<file path="src/rtl/xmem_rr_arbiter_if.sv">
`timescale 1ns/1ps
// xmem bus bundle: NP request lanes with packed payload, scalar broadcast response.
// Latency: none, wires only.
// Backpressure: req/payload held by the master until gnt, response is a one-cycle pulse.
// Ports: req, addr, we, wdata, be (master->slave); gnt, rsp_valid, rsp_rdata, rsp_error (slave->master).
interface xmem_rr_arbiter_if #(
    parameter int NP = 1,
    parameter int AW = 32,
    parameter int DW = 32
);
    logic [NP-1:0]        req;
    logic [NP*AW-1:0]     addr;
    logic [NP-1:0]        we;
    logic [NP*DW-1:0]     wdata;
    logic [NP*DW/8-1:0]   be;
    logic [NP-1:0]        gnt;
    logic [NP-1:0]        rsp_valid;
    logic [DW-1:0]        rsp_rdata;
    logic                 rsp_error;

    modport master (
        output req, addr, we, wdata, be,
        input  gnt, rsp_valid, rsp_rdata, rsp_error
    );

    modport slave (
        input  req, addr, we, wdata, be,
        output gnt, rsp_valid, rsp_rdata, rsp_error
    );
endinterface

</file>
<file path="src/rtl/xmem_rr_arbiter.sv">
`timescale 1ns/1ps
// Round-robin arbiter sharing one xmem slave between NUM_PORTS masters, one transaction in flight.
// Latency: 1 arbitration cycle (IDLE) before the request reaches the slave; gnt/rsp pass through combinationally.
// Backpressure: winner's req waits for m_xmem.gnt; others wait until the winner's response has returned.
// Ports: aclk, areset (sync, active-high); s_xmem (NUM_PORTS masters side), m_xmem (slave side); arb_busy.
// Optional: define XMEM_ARB_TIMEOUT_EN for a TIMEOUT_CYCLES response timeout with a DRAIN state.
module xmem_rr_arbiter #(
    parameter int NUM_PORTS      = 2,
    parameter int XADDR_WIDTH    = 32,
    parameter int XDATA_WIDTH    = 32,
    parameter int TIMEOUT_CYCLES = 256,
    parameter int SEL_W          = $clog2(NUM_PORTS)
) (
    input  logic              aclk,
    input  logic              areset,
    xmem_rr_arbiter_if.slave  s_xmem,
    xmem_rr_arbiter_if.master m_xmem,
    output logic              arb_busy
);
    localparam int BE_W = XDATA_WIDTH / 8;

    if (NUM_PORTS < 2 || NUM_PORTS > 8 || TIMEOUT_CYCLES < 1) begin : g_bad_param
        $error("xmem_rr_arbiter: NUM_PORTS must be 2..8 and TIMEOUT_CYCLES >= 1");
    end

`ifdef XMEM_ARB_TIMEOUT_EN
    typedef enum logic [1:0] {ST_IDLE, ST_REQ, ST_RSP, ST_DRAIN} state_t;
    localparam int TMR_W = $clog2(TIMEOUT_CYCLES + 1);
    logic [TMR_W-1:0] tmr;
`else
    typedef enum logic [1:0] {ST_IDLE, ST_REQ, ST_RSP} state_t;
`endif

    state_t           state, state_nxt;
    logic [SEL_W-1:0] sel, sel_nxt;
    logic [SEL_W-1:0] last, last_nxt;
    logic             win_found;
    logic [SEL_W-1:0] win_idx;
    logic [SEL_W:0]   cand;

    // Priority scan starts just after the last served port and wraps, so the
    // port served most recently is considered last.
    always_comb begin
        win_found = 1'b0;
        win_idx   = '0;
        cand      = '0;
        for (int i = 1; i <= NUM_PORTS; i++) begin
            cand = {1'b0, last} + (SEL_W+1)'(i);
            if (cand >= (SEL_W+1)'(NUM_PORTS)) begin
                cand = cand - (SEL_W+1)'(NUM_PORTS);
            end
            if (!win_found && s_xmem.req[cand[SEL_W-1:0]]) begin
                win_found = 1'b1;
                win_idx   = cand[SEL_W-1:0];
            end
        end
    end

    always_ff @(posedge aclk) begin
        if (areset) begin
            state <= ST_IDLE;
            sel   <= '0;
            last  <= SEL_W'(NUM_PORTS - 1);
        end else begin
            state <= state_nxt;
            sel   <= sel_nxt;
            last  <= last_nxt;
        end
    end

`ifdef XMEM_ARB_TIMEOUT_EN
    // Counts RSP cycles; held at zero outside RSP so it starts clean on entry.
    always_ff @(posedge aclk) begin
        if (areset || state != ST_RSP) begin
            tmr <= '0;
        end else begin
            tmr <= tmr + 1'b1;
        end
    end
`endif

    always_comb begin
        state_nxt          = state;
        sel_nxt            = sel;
        last_nxt           = last;
        m_xmem.req         = '0;
        m_xmem.addr        = '0;
        m_xmem.we          = '0;
        m_xmem.wdata       = '0;
        m_xmem.be          = '0;
        s_xmem.gnt         = '0;
        s_xmem.rsp_valid   = '0;
        s_xmem.rsp_rdata   = m_xmem.rsp_rdata;
        s_xmem.rsp_error   = m_xmem.rsp_error;

        case (state)
            ST_IDLE: begin
                if (win_found) begin
                    sel_nxt   = win_idx;
                    state_nxt = ST_REQ;
                end
            end
            ST_REQ: begin
                m_xmem.req[0] = s_xmem.req[sel];
                m_xmem.addr   = s_xmem.addr[sel*XADDR_WIDTH +: XADDR_WIDTH];
                m_xmem.we[0]  = s_xmem.we[sel];
                m_xmem.wdata  = s_xmem.wdata[sel*XDATA_WIDTH +: XDATA_WIDTH];
                m_xmem.be     = s_xmem.be[sel*BE_W +: BE_W];
                if (!s_xmem.req[sel]) begin
                    // Abort before grant: nothing was consumed, priority untouched.
                    state_nxt = ST_IDLE;
                end else if (m_xmem.gnt[0]) begin
                    s_xmem.gnt[sel] = 1'b1;
                    if (m_xmem.rsp_valid[0]) begin
                        s_xmem.rsp_valid[sel] = 1'b1;
                        last_nxt              = sel;
                        state_nxt             = ST_IDLE;
                    end else begin
                        state_nxt = ST_RSP;
                    end
                end
            end
            ST_RSP: begin
                if (m_xmem.rsp_valid[0]) begin
                    s_xmem.rsp_valid[sel] = 1'b1;
                    last_nxt              = sel;
                    state_nxt             = ST_IDLE;
                end
`ifdef XMEM_ARB_TIMEOUT_EN
                else if (tmr == TMR_W'(TIMEOUT_CYCLES - 1)) begin
                    // Synthesised error response; the real one is swallowed in DRAIN.
                    s_xmem.rsp_valid[sel] = 1'b1;
                    s_xmem.rsp_error      = 1'b1;
                    s_xmem.rsp_rdata      = '0;
                    last_nxt              = sel;
                    state_nxt             = ST_DRAIN;
                end
`endif
            end
`ifdef XMEM_ARB_TIMEOUT_EN
            ST_DRAIN: begin
                if (m_xmem.rsp_valid[0]) begin
                    state_nxt = ST_IDLE;
                end
            end
`endif
            default: begin
                state_nxt = ST_IDLE;
            end
        endcase
    end

    assign arb_busy = (state != ST_IDLE);

endmodule

</file>
<file path="src/flat_wrapper.sv">
// flat-port wrapper written by rule: the top's interface ports become plain ports
module xmem_rr_arbiter_flat 
#(
    parameter int NUM_PORTS      = 2,
    parameter int XADDR_WIDTH    = 32,
    parameter int XDATA_WIDTH    = 32,
    parameter int TIMEOUT_CYCLES = 256,
    parameter int SEL_W          = $clog2(NUM_PORTS)
)
  (aclk, areset, arb_busy, s_xmem_req, s_xmem_addr, s_xmem_we, s_xmem_wdata, s_xmem_be, s_xmem_gnt, s_xmem_rsp_valid, s_xmem_rsp_rdata, s_xmem_rsp_error, m_xmem_req, m_xmem_addr, m_xmem_we, m_xmem_wdata, m_xmem_be, m_xmem_gnt, m_xmem_rsp_valid, m_xmem_rsp_rdata, m_xmem_rsp_error);
  xmem_rr_arbiter_if #(.NP((2)), .AW((32)), .DW((32))) s_xmem_i ();
  xmem_rr_arbiter_if #(.NP(1), .AW((32)), .DW((32))) m_xmem_i ();
  input  logic aclk;
  input  logic areset;
  output logic arb_busy;
  input wire logic [$bits(s_xmem_i.req)-1:0] s_xmem_req;
  input wire logic [$bits(s_xmem_i.addr)-1:0] s_xmem_addr;
  input wire logic [$bits(s_xmem_i.we)-1:0] s_xmem_we;
  input wire logic [$bits(s_xmem_i.wdata)-1:0] s_xmem_wdata;
  input wire logic [$bits(s_xmem_i.be)-1:0] s_xmem_be;
  output wire logic [$bits(s_xmem_i.gnt)-1:0] s_xmem_gnt;
  output wire logic [$bits(s_xmem_i.rsp_valid)-1:0] s_xmem_rsp_valid;
  output wire logic [$bits(s_xmem_i.rsp_rdata)-1:0] s_xmem_rsp_rdata;
  output wire logic [$bits(s_xmem_i.rsp_error)-1:0] s_xmem_rsp_error;
  output wire logic [$bits(m_xmem_i.req)-1:0] m_xmem_req;
  output wire logic [$bits(m_xmem_i.addr)-1:0] m_xmem_addr;
  output wire logic [$bits(m_xmem_i.we)-1:0] m_xmem_we;
  output wire logic [$bits(m_xmem_i.wdata)-1:0] m_xmem_wdata;
  output wire logic [$bits(m_xmem_i.be)-1:0] m_xmem_be;
  input wire logic [$bits(m_xmem_i.gnt)-1:0] m_xmem_gnt;
  input wire logic [$bits(m_xmem_i.rsp_valid)-1:0] m_xmem_rsp_valid;
  input wire logic [$bits(m_xmem_i.rsp_rdata)-1:0] m_xmem_rsp_rdata;
  input wire logic [$bits(m_xmem_i.rsp_error)-1:0] m_xmem_rsp_error;
  assign s_xmem_i.req = s_xmem_req;
  assign s_xmem_i.addr = s_xmem_addr;
  assign s_xmem_i.we = s_xmem_we;
  assign s_xmem_i.wdata = s_xmem_wdata;
  assign s_xmem_i.be = s_xmem_be;
  assign s_xmem_gnt = s_xmem_i.gnt;
  assign s_xmem_rsp_valid = s_xmem_i.rsp_valid;
  assign s_xmem_rsp_rdata = s_xmem_i.rsp_rdata;
  assign s_xmem_rsp_error = s_xmem_i.rsp_error;
  assign m_xmem_req = m_xmem_i.req;
  assign m_xmem_addr = m_xmem_i.addr;
  assign m_xmem_we = m_xmem_i.we;
  assign m_xmem_wdata = m_xmem_i.wdata;
  assign m_xmem_be = m_xmem_i.be;
  assign m_xmem_i.gnt = m_xmem_gnt;
  assign m_xmem_i.rsp_valid = m_xmem_rsp_valid;
  assign m_xmem_i.rsp_rdata = m_xmem_rsp_rdata;
  assign m_xmem_i.rsp_error = m_xmem_rsp_error;
  xmem_rr_arbiter #(.NUM_PORTS(NUM_PORTS), .XADDR_WIDTH(XADDR_WIDTH), .XDATA_WIDTH(XDATA_WIDTH), .TIMEOUT_CYCLES(TIMEOUT_CYCLES), .SEL_W(SEL_W)) u_core (.aclk(aclk), .areset(areset), .s_xmem(s_xmem_i), .m_xmem(m_xmem_i), .arb_busy(arb_busy));
endmodule
</file>
<file path="config.mk">
export PLATFORM = sky130hd
export DESIGN_NAME = xmem_rr_arbiter_flat
export DESIGN_NICKNAME = d
export VERILOG_FILES = /design/src/rtl/xmem_rr_arbiter_if.sv /design/src/rtl/xmem_rr_arbiter.sv /design/src/flat_wrapper.sv
export SDC_FILE = /design/constraint.sdc
export NUM_CORES = 1
export LEC_CHECK = 0
export BUFFER_PORTS_ARGS = -buffer_cell sky130_fd_sc_hd__buf_2
export CELL_PAD_IN_SITES_DETAIL_PLACEMENT = 2
export CELL_PAD_IN_SITES_GLOBAL_PLACEMENT = 2
export CORE_MARGIN = 8
export CORE_UTILIZATION = 10
export DETAILED_ROUTE_END_ITERATION = 16
export GPL_TIMING_DRIVEN = 0
export PLACE_DENSITY = 0.89
export SKIP_LAST_GASP = 1
export SYNTH_ARGS = -nofsm -noshare
export SYNTH_HDL_FRONTEND = slang
export SYNTH_SLANG_ARGS = --single-unit
</file>
<file path="constraint.sdc">
create_clock -name aclk -period 2.2 [get_ports aclk]
set_input_delay 0.66 -clock aclk [delete_from_list [all_inputs] [get_ports aclk]]
set_output_delay 0.66 -clock aclk [all_outputs]
set_load 0.02 [all_outputs]
</file>
==> flow_summary.ini <==
[pwr]
peakVddDrop_uv = 237
p_leak_nw = 1.83
power.density_nw_per_um2 = 379

[timing]
whs_ns = 0.495
tightest_slew_ns = 0.429
finalCriticalPeriod_ns = 2.15
post-route-period-util = 0.977
fin_skew_ns = 0.00267
clock.fmax_mhz = 465
worst_slack_ns = 0.0509
relSlewSlack = 0.713
finalHoldViolCount = 0
setup_viol = 0
final_max_slew_viol_count = 0

[detailed_routing]
drtPass1Iterations = 4
drt_iter0_drc = 20
routedWlPerCell_um = 17.3
routed_wl_um = 11700
ant_nets = 0
dr_total_vias = 2589
vias_per_cell = 3.85
drc = 0

[placed_design]
place_congestion = 0.808
dp_hpwl_um = 10500
port_buffers = 251
place_ws_ns = -0.382
placedCellCount = 666

[final_layout]
area_growth_pct = 114
nFillCells = 1883
num-nets-final = 666
final_cells = 672
antenna_cells = 0
drive_gt1_frac = 0.665

[setup_path]
regToRegSetupSlack_ns = 0.48
crit_path_end_kind = primary output
crit_type = flop to primary output
cp-start-kind = flop
crit_slowest_cell = dfxtp_1
crit_path_max_incr_delay_ns = 0.33
path_buf_inv = 4
rr_startpoint = u_core.sel
crit_fanout = 10
reg2reg_depth = 7
cp_common_cell = buf_6
crit_path_cell_trace = buf_6 -> buf_12 -> buf_6 -> mux2i_2 -> nor2_1 -> buf_2
arrival_ns = 1.49
cpLargestDelayFamily = buffers and inverters
reg2reg_to = u_core.state[0]
critical_path_required_ns = 1.54

[logic_synthesis]
yosysSeqAreaShare = 0.0514
avgSynthCellArea_um2 = 6.86
ys_types = 18
yosys_warnings = 0
synth.most_common_cell = nor2_1
yosys-top-cells-area = mux2i_1, nor2_1, buf_4
syn_area_um2 = 1560
synth_top_area_frac = 0.456
async_flop_share = 0
synth_flop_cell = dfxtp_1
ys_ff_latch = 4
synth_top_area_cell = mux2i_1
syn_nets = 407
synth_edf_count = 0
yosys-top-cells-count = nor2_1, mux2i_1, buf_4, buf_2, clkbuf_1
syn_inst = 227

[clock_network]
cts.sinks = 4
clock_latency_ns = 0.22
cts_inserted_buffers = 3
path_clk_slew_ns = 0.03
clk_path_buf_depth = 2
cts-hold-fix-buffers = 0
root_buffer = clkbuf_16
htree_levels = 1
cts_tree = done

[grt]
overflow = 0
grt_pass1_vias = 2973
antenna_found_initial = 0
grt_pass1_wl_um = 16800
grt_max_degree = 11
grt_use_total = 0.107

[hold_path]
whs_path_depth = 2
hp-class = flop to flop
min_from = u_core.state[1]
hold_end = u_core.state[1]

[floorplan]
io_pins = 285
die_x_um = 141
start_util = 0.102
die-area_um2 = 19800
coreArea_um2 = 15200
chipHeight_um = 141
row_count = 45

[job]
drv_cap = 0

[status]
outcome = finished, final reports clean
worst register-to-register path, stage by stage, from the launching register on:
cell	delay, ns
dfxtp_1	0.30
buf_6	0.13
mux2i_4	0.19
buf_4	0.13
buf_4	0.14
o32ai_1	0.38
nor2_1	0.08
o221a_2	0.25
through the flow:
| stage | util | cell area, um^2 | power [W] | setup TNS, ns |
|---|---|---|---|---|
| floorplan | - | 1560 | 0.000574 | 0 |
| global placement | 0.201 | 3050 | 0.000919 | -8.10 |
| detailed placement | 0.201 | 3050 | 0.000941 | -10.01 |
| CTS | 0.213 | 3240 | 0.00127 | -0.369 |
| global route | 0.220 | 3340 | 0.00135 | -0.0393 |
| finish | 0.220 | 3340 | 0.00127 | 0 |
state kept, by name (all words and copies together) (netlist names):
| signal | cells |
|---|---|
| u_core.last | 1 |
| u_core.state | 2 |
| u_core.sel | 1 |
where the power goes:
part	total (W)	switching [W]	internal, W
clock network	0.000281	0.0000488	0.000232
registers	0.0000831	0.00000470	0.0000784
logic	0.000903	0.000506	0.000397
total	0.00127	0.000560	0.000707
kinds of logic after synthesis:
family,share of synthesized area
flip-flops,0.0514
adder cells (fa/ha/maj),0.0241
AO/OA/AOI/OAI,0.0329
multiplexers,0.456
buffers and inverters,0.222
AND/OR/NAND/NOR,0.214
per-layer routing:
layer	global-route usage	part of all wire	vias to the layer above
met5	0	0	-
met1	0.100	0.34	1198
li1	-	-	1237
met3	0.0402	0.10	4
met4	0.00905	0.0045	0
met2	0.221	0.56	150
worst max path at each step:
stage                    startpoint             endpoint  slack [ns]  depth (start not counted)
floorplan                u_core.sel        s_xmem_gnt[1]        0.13                          5
global placement    u_core.state[1]            m_xmem_we       -0.35                          6
detailed placement  u_core.state[1]            m_xmem_we       -0.38                          6
finish                   u_core.sel     m_xmem_wdata[15]        0.05                          6
global route             u_core.sel  s_xmem_rsp_valid[1]       -0.02                          6
CTS                      u_core.sel       m_xmem_addr[2]       -0.05                          5
final cells by class:
type / count / area (um^2) / area share
Sequential cell: 4 / 82.6 / 0.0247
Clock buffer: 3 / 75.1 / 0.0225
Timing Repair Buffer: 254 / 1300 / 0.389
Multi-Input combinational cell: 167 / 1200 / 0.358
Inverter: 7 / 28.8 / 0.00862
Buffer: 49 / 420 / 0.126
Tap cell: 188 / 235 / 0.0705
cell usage in the layout, fill, tap and decap left out, types with 3 or more instances in the layout:
cell / count
buf_2: 247
buf_4: 38
buf_6: 6
buf_8: 3
clkbuf_16: 3
clkbuf_4: 7
inv_1: 5
mux2i_1: 66
mux2i_2: 3
nor2_1: 76
nor2_2: 3
what timing repair did:
| item | 4_1_cts | 5_1_grt |
|---|---|---|
| hold endpoints to repair | 0 | 0 |
| gates resized for setup | 39 | 24 |
| endpoints found under the setup margin | 74 | 72 |
| pin swaps | 1 | 3 |
| buffers inserted | 1 | 2 |
Power figures use the tool's default switching activity.
